## config.mk

```make
export PLATFORM = sky130hd
export DESIGN_NAME = wb_burst_master
export DESIGN_NICKNAME = d
export VERILOG_FILES = /design/src/rtl/wb_burst_master.sv
export SDC_FILE = /design/constraint.sdc
export NUM_CORES = 1
export LEC_CHECK = 0
export CORE_ASPECT_RATIO = 0.75
export CORE_UTILIZATION = 43
export DETAILED_ROUTE_END_ITERATION = 6
export HOLD_SLACK_MARGIN = 0.05
export PLACE_DENSITY_LB_ADDON = 0.3
export SETUP_SLACK_MARGIN = 0.5
export SLEW_MARGIN = 20
export SYNTH_ARGS = -nofsm -noshare
export SYNTH_HDL_FRONTEND = slang
export SYNTH_SLANG_ARGS = --single-unit
```

## constraint.sdc

```tcl
create_clock -name clk -period 4 [get_ports clk]
set_input_delay 1.2 -clock clk [delete_from_list [all_inputs] [get_ports clk]]
set_output_delay 1.2 -clock clk [all_outputs]
set_load 0.05 [all_outputs]
```

## src/rtl/wb_burst_master.sv

```systemverilog
// Wishbone B3 burst initiator: turns single/burst client commands into
// classic or CTI/BTE bus cycles. It streams write and read data, retries
// after rty with a back-off gap, aborts on err, and aborts when the slave
// stays silent too long.
module wb_burst_master #(
  parameter int TIMEOUT   = 256,
  parameter int MAX_RETRY = 4,
  parameter int RTY_GAP   = 2
) (
  input  logic        clk,
  input  logic        rst_n,
  input  logic        cmd_valid,
  output logic        cmd_ready,
  input  logic        cmd_we,
  input  logic [31:0] cmd_adr,
  input  logic [4:0]  cmd_len,
  input  logic [1:0]  cmd_bte,
  input  logic [3:0]  cmd_sel,
  input  logic [31:0] wr_data,
  input  logic        wr_valid,
  output logic        wr_ready,
  output logic [31:0] rd_data,
  output logic        rd_valid,
  output logic        done,
  output logic [1:0]  status,
  output logic [31:0] wb_adr_o,
  output logic [31:0] wb_dat_o,
  output logic        wb_cyc_o,
  output logic        wb_stb_o,
  output logic        wb_we_o,
  output logic [3:0]  wb_sel_o,
  output logic [2:0]  wb_cti_o,
  output logic [1:0]  wb_bte_o,
  input  logic [31:0] wb_dat_i,
  input  logic        wb_ack_i,
  input  logic        wb_err_i,
  input  logic        wb_rty_i
);
  localparam int WDW = (TIMEOUT > 1) ? $clog2(TIMEOUT) : 1;
  localparam int RCW = (MAX_RETRY > 0) ? $clog2(MAX_RETRY + 1) : 1;
  localparam int GCW = (RTY_GAP > 1) ? $clog2(RTY_GAP) : 1;

  localparam logic [1:0] ST_OK  = 2'b00;
  localparam logic [1:0] ST_ERR = 2'b01;
  localparam logic [1:0] ST_RTY = 2'b10;
  localparam logic [1:0] ST_TMO = 2'b11;

  typedef enum logic [2:0] {S_IDLE, S_LOAD, S_BUS, S_GAP, S_END} state_t;

  state_t           state, state_d;
  logic [4:0]       beats;      // beats still to complete, including the one on the bus
  logic [WDW-1:0]   wdog;
  logic [RCW-1:0]   retry_cnt;
  logic [GCW-1:0]   gap_cnt;
  logic [1:0]       sts_q, sts_d;
  logic             accept, issue, load_wd, advance, stall, retry, finish;
  logic             r_err, r_rty, r_ack;

  // Responses only count while the cycle is open; err beats rty beats ack
  assign r_err = wb_cyc_o & wb_err_i;
  assign r_rty = wb_cyc_o & wb_rty_i & ~wb_err_i;
  assign r_ack = wb_cyc_o & wb_ack_i & ~wb_err_i & ~wb_rty_i;

  // Wrap modes only step the low address bits inside the aligned block
  function automatic logic [31:0] next_adr(input logic [31:0] a, input logic [1:0] bte);
    logic [31:0] n;
    case (bte)
      2'b01:   n = {a[31:4], a[3:2] + 2'd1, 2'b00};
      2'b10:   n = {a[31:5], a[4:2] + 3'd1, 2'b00};
      2'b11:   n = {a[31:6], a[5:2] + 4'd1, 2'b00};
      default: n = a + 32'd4;
    endcase
    return n;
  endfunction

  // State register
  always_ff @(posedge clk or negedge rst_n) begin
    if (!rst_n) state <= S_IDLE;
    else        state <= state_d;
  end

  // Next-state and handshake decode; the bus registers follow these strobes
  always_comb begin
    state_d   = state;
    cmd_ready = 1'b0;
    wr_ready  = 1'b0;
    done      = 1'b0;
    status    = 2'b00;
    accept    = 1'b0;
    issue     = 1'b0;
    load_wd   = 1'b0;
    advance   = 1'b0;
    stall     = 1'b0;
    retry     = 1'b0;
    finish    = 1'b0;
    sts_d     = ST_OK;
    case (state)
      S_IDLE: begin
        cmd_ready = 1'b1;
        if (cmd_valid) begin
          accept  = 1'b1;
          state_d = cmd_we ? S_LOAD : S_BUS;
        end
      end
      S_LOAD: if (wr_valid) begin
        wr_ready = 1'b1;
        load_wd  = 1'b1;
        issue    = 1'b1;
        state_d  = S_BUS;
      end
      S_BUS: begin
        if (r_err) begin
          finish  = 1'b1;
          sts_d   = ST_ERR;
          state_d = S_END;
        end else if (r_rty) begin
          if (retry_cnt == RCW'(MAX_RETRY)) begin
            finish  = 1'b1;
            sts_d   = ST_RTY;
            state_d = S_END;
          end else begin
            retry   = 1'b1;
            state_d = S_GAP;
          end
        end else if (r_ack) begin
          if (beats == 5'd1) begin
            finish  = 1'b1;
            state_d = S_END;
          end else begin
            advance = 1'b1;
            if (wb_we_o) begin
              if (wr_valid) begin
                wr_ready = 1'b1;
                load_wd  = 1'b1;
              end else begin
                stall   = 1'b1;
                state_d = S_LOAD;
              end
            end
          end
        end else if (wdog == WDW'(TIMEOUT - 1)) begin
          finish  = 1'b1;
          sts_d   = ST_TMO;
          state_d = S_END;
        end
      end
      S_GAP: if (gap_cnt == '0) begin
        issue   = 1'b1;
        state_d = S_BUS;
      end
      S_END: begin
        done    = 1'b1;
        status  = sts_q;
        state_d = S_IDLE;
      end
      default: state_d = S_IDLE;
    endcase
  end

  // Bus-side registers, command context and read return path
  always_ff @(posedge clk or negedge rst_n) begin
    if (!rst_n) begin
      wb_adr_o  <= '0;
      wb_dat_o  <= '0;
      wb_cyc_o  <= 1'b0;
      wb_stb_o  <= 1'b0;
      wb_we_o   <= 1'b0;
      wb_sel_o  <= '0;
      wb_cti_o  <= '0;
      wb_bte_o  <= '0;
      beats     <= '0;
      retry_cnt <= '0;
      gap_cnt   <= '0;
      sts_q     <= ST_OK;
      rd_valid  <= 1'b0;
      rd_data   <= '0;
    end else begin
      rd_valid <= 1'b0;
      if (state == S_BUS && r_ack && !wb_we_o) begin
        rd_valid <= 1'b1;
        rd_data  <= wb_dat_i;
      end
      if (accept) begin
        wb_adr_o  <= {cmd_adr[31:2], 2'b00};
        wb_we_o   <= cmd_we;
        wb_sel_o  <= cmd_sel;
        beats     <= (cmd_len == 5'd0) ? 5'd16 : cmd_len;
        wb_cti_o  <= (cmd_len == 5'd1) ? 3'b000 : 3'b010;
        wb_bte_o  <= (cmd_len == 5'd1) ? 2'b00 : cmd_bte;
        retry_cnt <= '0;
        // reads have nothing to wait for, strobe right away
        wb_cyc_o  <= ~cmd_we;
        wb_stb_o  <= ~cmd_we;
      end
      if (load_wd) wb_dat_o <= wr_data;
      if (issue) begin
        wb_cyc_o <= 1'b1;
        wb_stb_o <= 1'b1;
      end
      if (advance) begin
        wb_adr_o <= next_adr(wb_adr_o, wb_bte_o);
        beats    <= beats - 5'd1;
        wb_cti_o <= (beats == 5'd2) ? 3'b111 : 3'b010;
      end
      // write data ran dry: hold the cycle, withdraw the strobe
      if (stall) wb_stb_o <= 1'b0;
      if (retry) begin
        wb_cyc_o  <= 1'b0;
        wb_stb_o  <= 1'b0;
        retry_cnt <= retry_cnt + 1'b1;
        gap_cnt   <= GCW'(RTY_GAP - 1);
      end
      if (state == S_GAP && gap_cnt != '0) gap_cnt <= gap_cnt - 1'b1;
      if (finish) begin
        wb_cyc_o <= 1'b0;
        wb_stb_o <= 1'b0;
        wb_we_o  <= 1'b0;
        wb_cti_o <= '0;
        wb_bte_o <= '0;
        sts_q    <= sts_d;
      end
    end
  end

  // Watchdog: consecutive strobed cycles without any slave response
  always_ff @(posedge clk or negedge rst_n) begin
    if (!rst_n)                                              wdog <= '0;
    else if (state == S_BUS && !(r_ack || r_err || r_rty))   wdog <= wdog + 1'b1;
    else                                                     wdog <= '0;
  end

endmodule
```

==> summary.txt <==
Run status
  • Failing checks: design-rule violations
  • Status: finished, violations left

Timing
  • Worst relative slew slack: 30.8%
  • Final Hold Fails: 0
  • Period utilisation layout: 87.8%
  • Unrepaired setup endpoints after global routing: yes
  • Setup ws final: 0.488 ns
  • Measured slew at the worst slew-check pin: 1.02 ns
  • Slew Limit Fails: 0
  • Min cycle time layout: 3.51 ns
  • Final Setup Violations: 0
  • Setup TNS: 0 ns
  • Setup Skew: 0.00727 ns
  • Max Fclk: 285 MHz

Cells and area
  • Final Cell Area: 9160 sq um
  • Final nets: 901
  • Layout Cells excl Fill: 967
  • Area Overhead vs Synth: 51.9%
  • N_diodes: 0
  • Most common cell after layout, fill and taps aside: clkdlybuf4s50_1
  • Commonest non-fill, non-tap cells in the layout: 215 x clkdlybuf4s50_1, 128 x dfrtp_1, 65 x mux2_2
  • Fraction of layout cells with a size suffix above 1: 16.7%

Logic synthesis
  • Synth Instances: 547
  • Largest family of logic cells by synthesized area: simple AND/OR/NAND/NOR gates
  • Compound-cell area share of the yosys netlist: 11.6%
  • #FFs+latches synth: 128
  • Syn Std Cell Area: 6030 sq um
  • Multiplexer share of the synthesized area: 12.3%
  • Adder-Cell Fraction of Synth Area: 1.45%
  • YS warnings: 0
  • Mapped Avg Cell Area: 11.0 sq um
  • Synth unique cells: 67
  • Synth async-reset ratio: 100%
  • Sequential share of the synthesized area: 53.1%
  • Top FF cell, synth: dfrtp_1
  • Number of flops mapped to enable cells by yosys: 0
  • Synth Area in XOR/XNOR: 1.02%
  • Post-Synth Simple-Gate Area: 17.3%

Global route
  • Vias in the first global route: 5306
  • Total GRT Usage: 25.7%
  • Initial antenna violation count: 0
  • First-pass GRT wire length: 28800 um
  • GR Overflow Total: 0
  • Pin count of the biggest net entering global routing: 65

Power and ir drop
  • Max VDD drop: 0.309 mV
  • Final Total Pwr: 3.04 mW
  • Pwr per Cell Area: 332 nW/um^2
  • Leak: 4.09 nW

Drt
  • Antenna-violating nets left: 0
  • Final Routed Wirelength: 17900 um
  • Vias: 5367
  • Drt wl/cell: 18.5 um
  • Drt pass-1 iters: 7
  • Residual DRC: 19
  • 1st-iter DRT viols: 277
  • Detailed-route vias per instance: 5.55

Placement
  • Post-DP HPWL: 12900 um
  • Port Buf Inserts: 224
  • Pre-CTS WS: 0.210 ns
  • DP Area: 8510 sq um
  • Placed insts: 931
  • Gpl congestion: 0.884

Floorplan
  • Row Count: 37
  • Die Y-Extent: 105 um
  • DIE AREA: 14500 sq um
  • Core Region: 13700 sq um
  • Top Ports: 229
  • Starting Density: 44.0%
  • Chip width: 139 um

Clock tree
  • Post-CTS Hold Fix Bufs: 0
  • Clock sinks: 128
  • CTS tree: built
  • Clk_lat worst skew: 0.42 ns
  • H-tree levels: 4
  • CTS buffer count: 17
  • CTS Root Cell: clkbuf_16
  • Clock buffer depth: 2
  • Clk pin slew, worst setup/hold paths: 0.06 ns

Setup path
  • Setup crit start kind: input pin
  • Critical Path AT: 2.31 ns
  • Required @ worst endpoint: 2.80 ns
  • Largest fanout on the critical path: 4
  • Critical path type: input pin to primary output
  • Setup crit end kind: primary output

Min path
  • Hold/Removal Path Class: register to register

Job
  • MaxCap Viol Count: 0
-- what timing repair did --
| action | 4_1_cts | 5_1_grt |
|---|---|---|
| setup endpoints to repair | 3 | 3 |
| gates resized for setup | 7 | 4 |
| pin swaps | 3 | 3 |
| hold endpoints to repair | 0 | 0 |
| setup buffers | 2 | 2 |
-- synth_stat cells (all sizes together) (2+ instances only) --
library cell | number | area share (%)
ha | 7 | 1.5
nor4 | 4 | 0.91
a221o | 2 | 0.33
o22ai | 4 | 0.41
xor2 | 4 | 0.58
a211oi | 4 | 0.50
a31oi | 3 | 0.31
and4 | 4 | 0.58
nor2b | 4 | 0.41
and3 | 13 | 1.3
nand2 | 59 | 3.7
o211ai | 10 | 1.3
o31ai | 2 | 0.25
or4 | 4 | 0.56
a2111oi | 2 | 0.39
nand4 | 6 | 0.62
and2 | 5 | 0.52
buf | 16 | 1.6
o21a | 2 | 0.25
nor4bb | 2 | 0.33
mux2 | 65 | 12
o21ai | 18 | 1.5
a311oi | 3 | 0.44
o32ai | 2 | 0.29
o311ai | 5 | 0.73
dfrtp | 128 | 53
clkbuf | 14 | 0.87
a32o | 2 | 0.33
xnor2 | 3 | 0.44
a22oi | 7 | 0.87
nor3 | 12 | 1.0
or3 | 2 | 0.21
o221ai | 2 | 0.39
nand3 | 32 | 2.7
nand2b | 2 | 0.21
nor2 | 37 | 2.3
nor4b | 3 | 0.68
inv | 12 | 0.75
a21oi | 21 | 1.7
nor3b | 2 | 0.25
a22o | 2 | 0.29
-- power by group --
part | switching [mW] | total (mW) | internal (mW)
Combinational | 0.0546 | 0.157 | 0.103
Sequential | 0 | 1.30 | 1.30
Clock | 0.586 | 1.58 | 0.999
-- per-stage QoR --
stage / hold WS, ns / utilization [%]
2_1_floorplan: 0.447 / -
3_3_place_gp: 0.458 / 62.1
3_5_place_dp: 0.480 / 62.1
4_1_cts: 0.487 / 66.7
5_1_grt: 0.513 / 66.8
6_report: 0.482 / 66.8
-- cell type report --
| cell class | count | area (sq um) |
|---|---|---|
| Clock buffer | 20 | 447 |
| Multi-Input combinational cell | 378 | 2680 |
| Fill cell | 1005 | 4550 |
| Sequential cell | 128 | 3200 |
| Inverter | 12 | 45.0 |
| Clock inverter | 12 | 161 |
| Timing Repair Buffer | 242 | 2400 |
| Tap cell | 175 | 219 |
-- state kept, by name, indices dropped and copies added (netlist names), 3 cells and up --
signal / cells
wb_dat_o: 32
retry_cnt: 3
wdog: 8
state: 3
wb_adr_o: 30
rd_data: 32
beats: 5
wb_sel_o: 4
-- final timing paths --
check | from | slack, ns | to | cells after the start
min | retry_cnt[2] | 0.48 | retry_cnt[2] | 1
max | wb_err_i | 0.49 | wr_ready | 6
max reg2reg | wb_adr_o[2] | 1.24 | wb_adr_o[28] | 6
min reg2reg | retry_cnt[2] | 0.48 | retry_cnt[2] | 1
max in group asynchronous | rst_n | 2.48 | wb_adr_o[25] | 2
min in group asynchronous | rst_n | 0.69 | wb_dat_o[30] | 1
-- kinds of logic after synthesis --
logic type	count (synthesis)
and+or+nand+nor	197
DFF	128
AOI/OAI and AO/OA	99
muxes	66
buffers and inverters	42
adders and majority gates	7
xor gates and xnor gates	7
other	1
-- worst max-delay path, stage by stage --
cell             delay [ns]
clkdlybuf4s15_1        0.23
nand4bb_4              0.24
nor3_4                 0.20
a22oi_2                0.12
nor2b_4                0.17
buf_12                 0.15
-- routing by layer --
| layer | GRT usage [%] | vias up | wire length [um] |
|---|---|---|---|
| met3 | 7.52 | 18 | 1380 |
| met4 | 8.89 | 0 | 202 |
| met1 | 33.5 | 2627 | 7820 |
| met2 | 41.0 | 256 | 8510 |
| li1 | - | 2466 | - |
| met5 | 0 | - | 0 |
No activity file was read; power rests on OpenSTA's default activity.
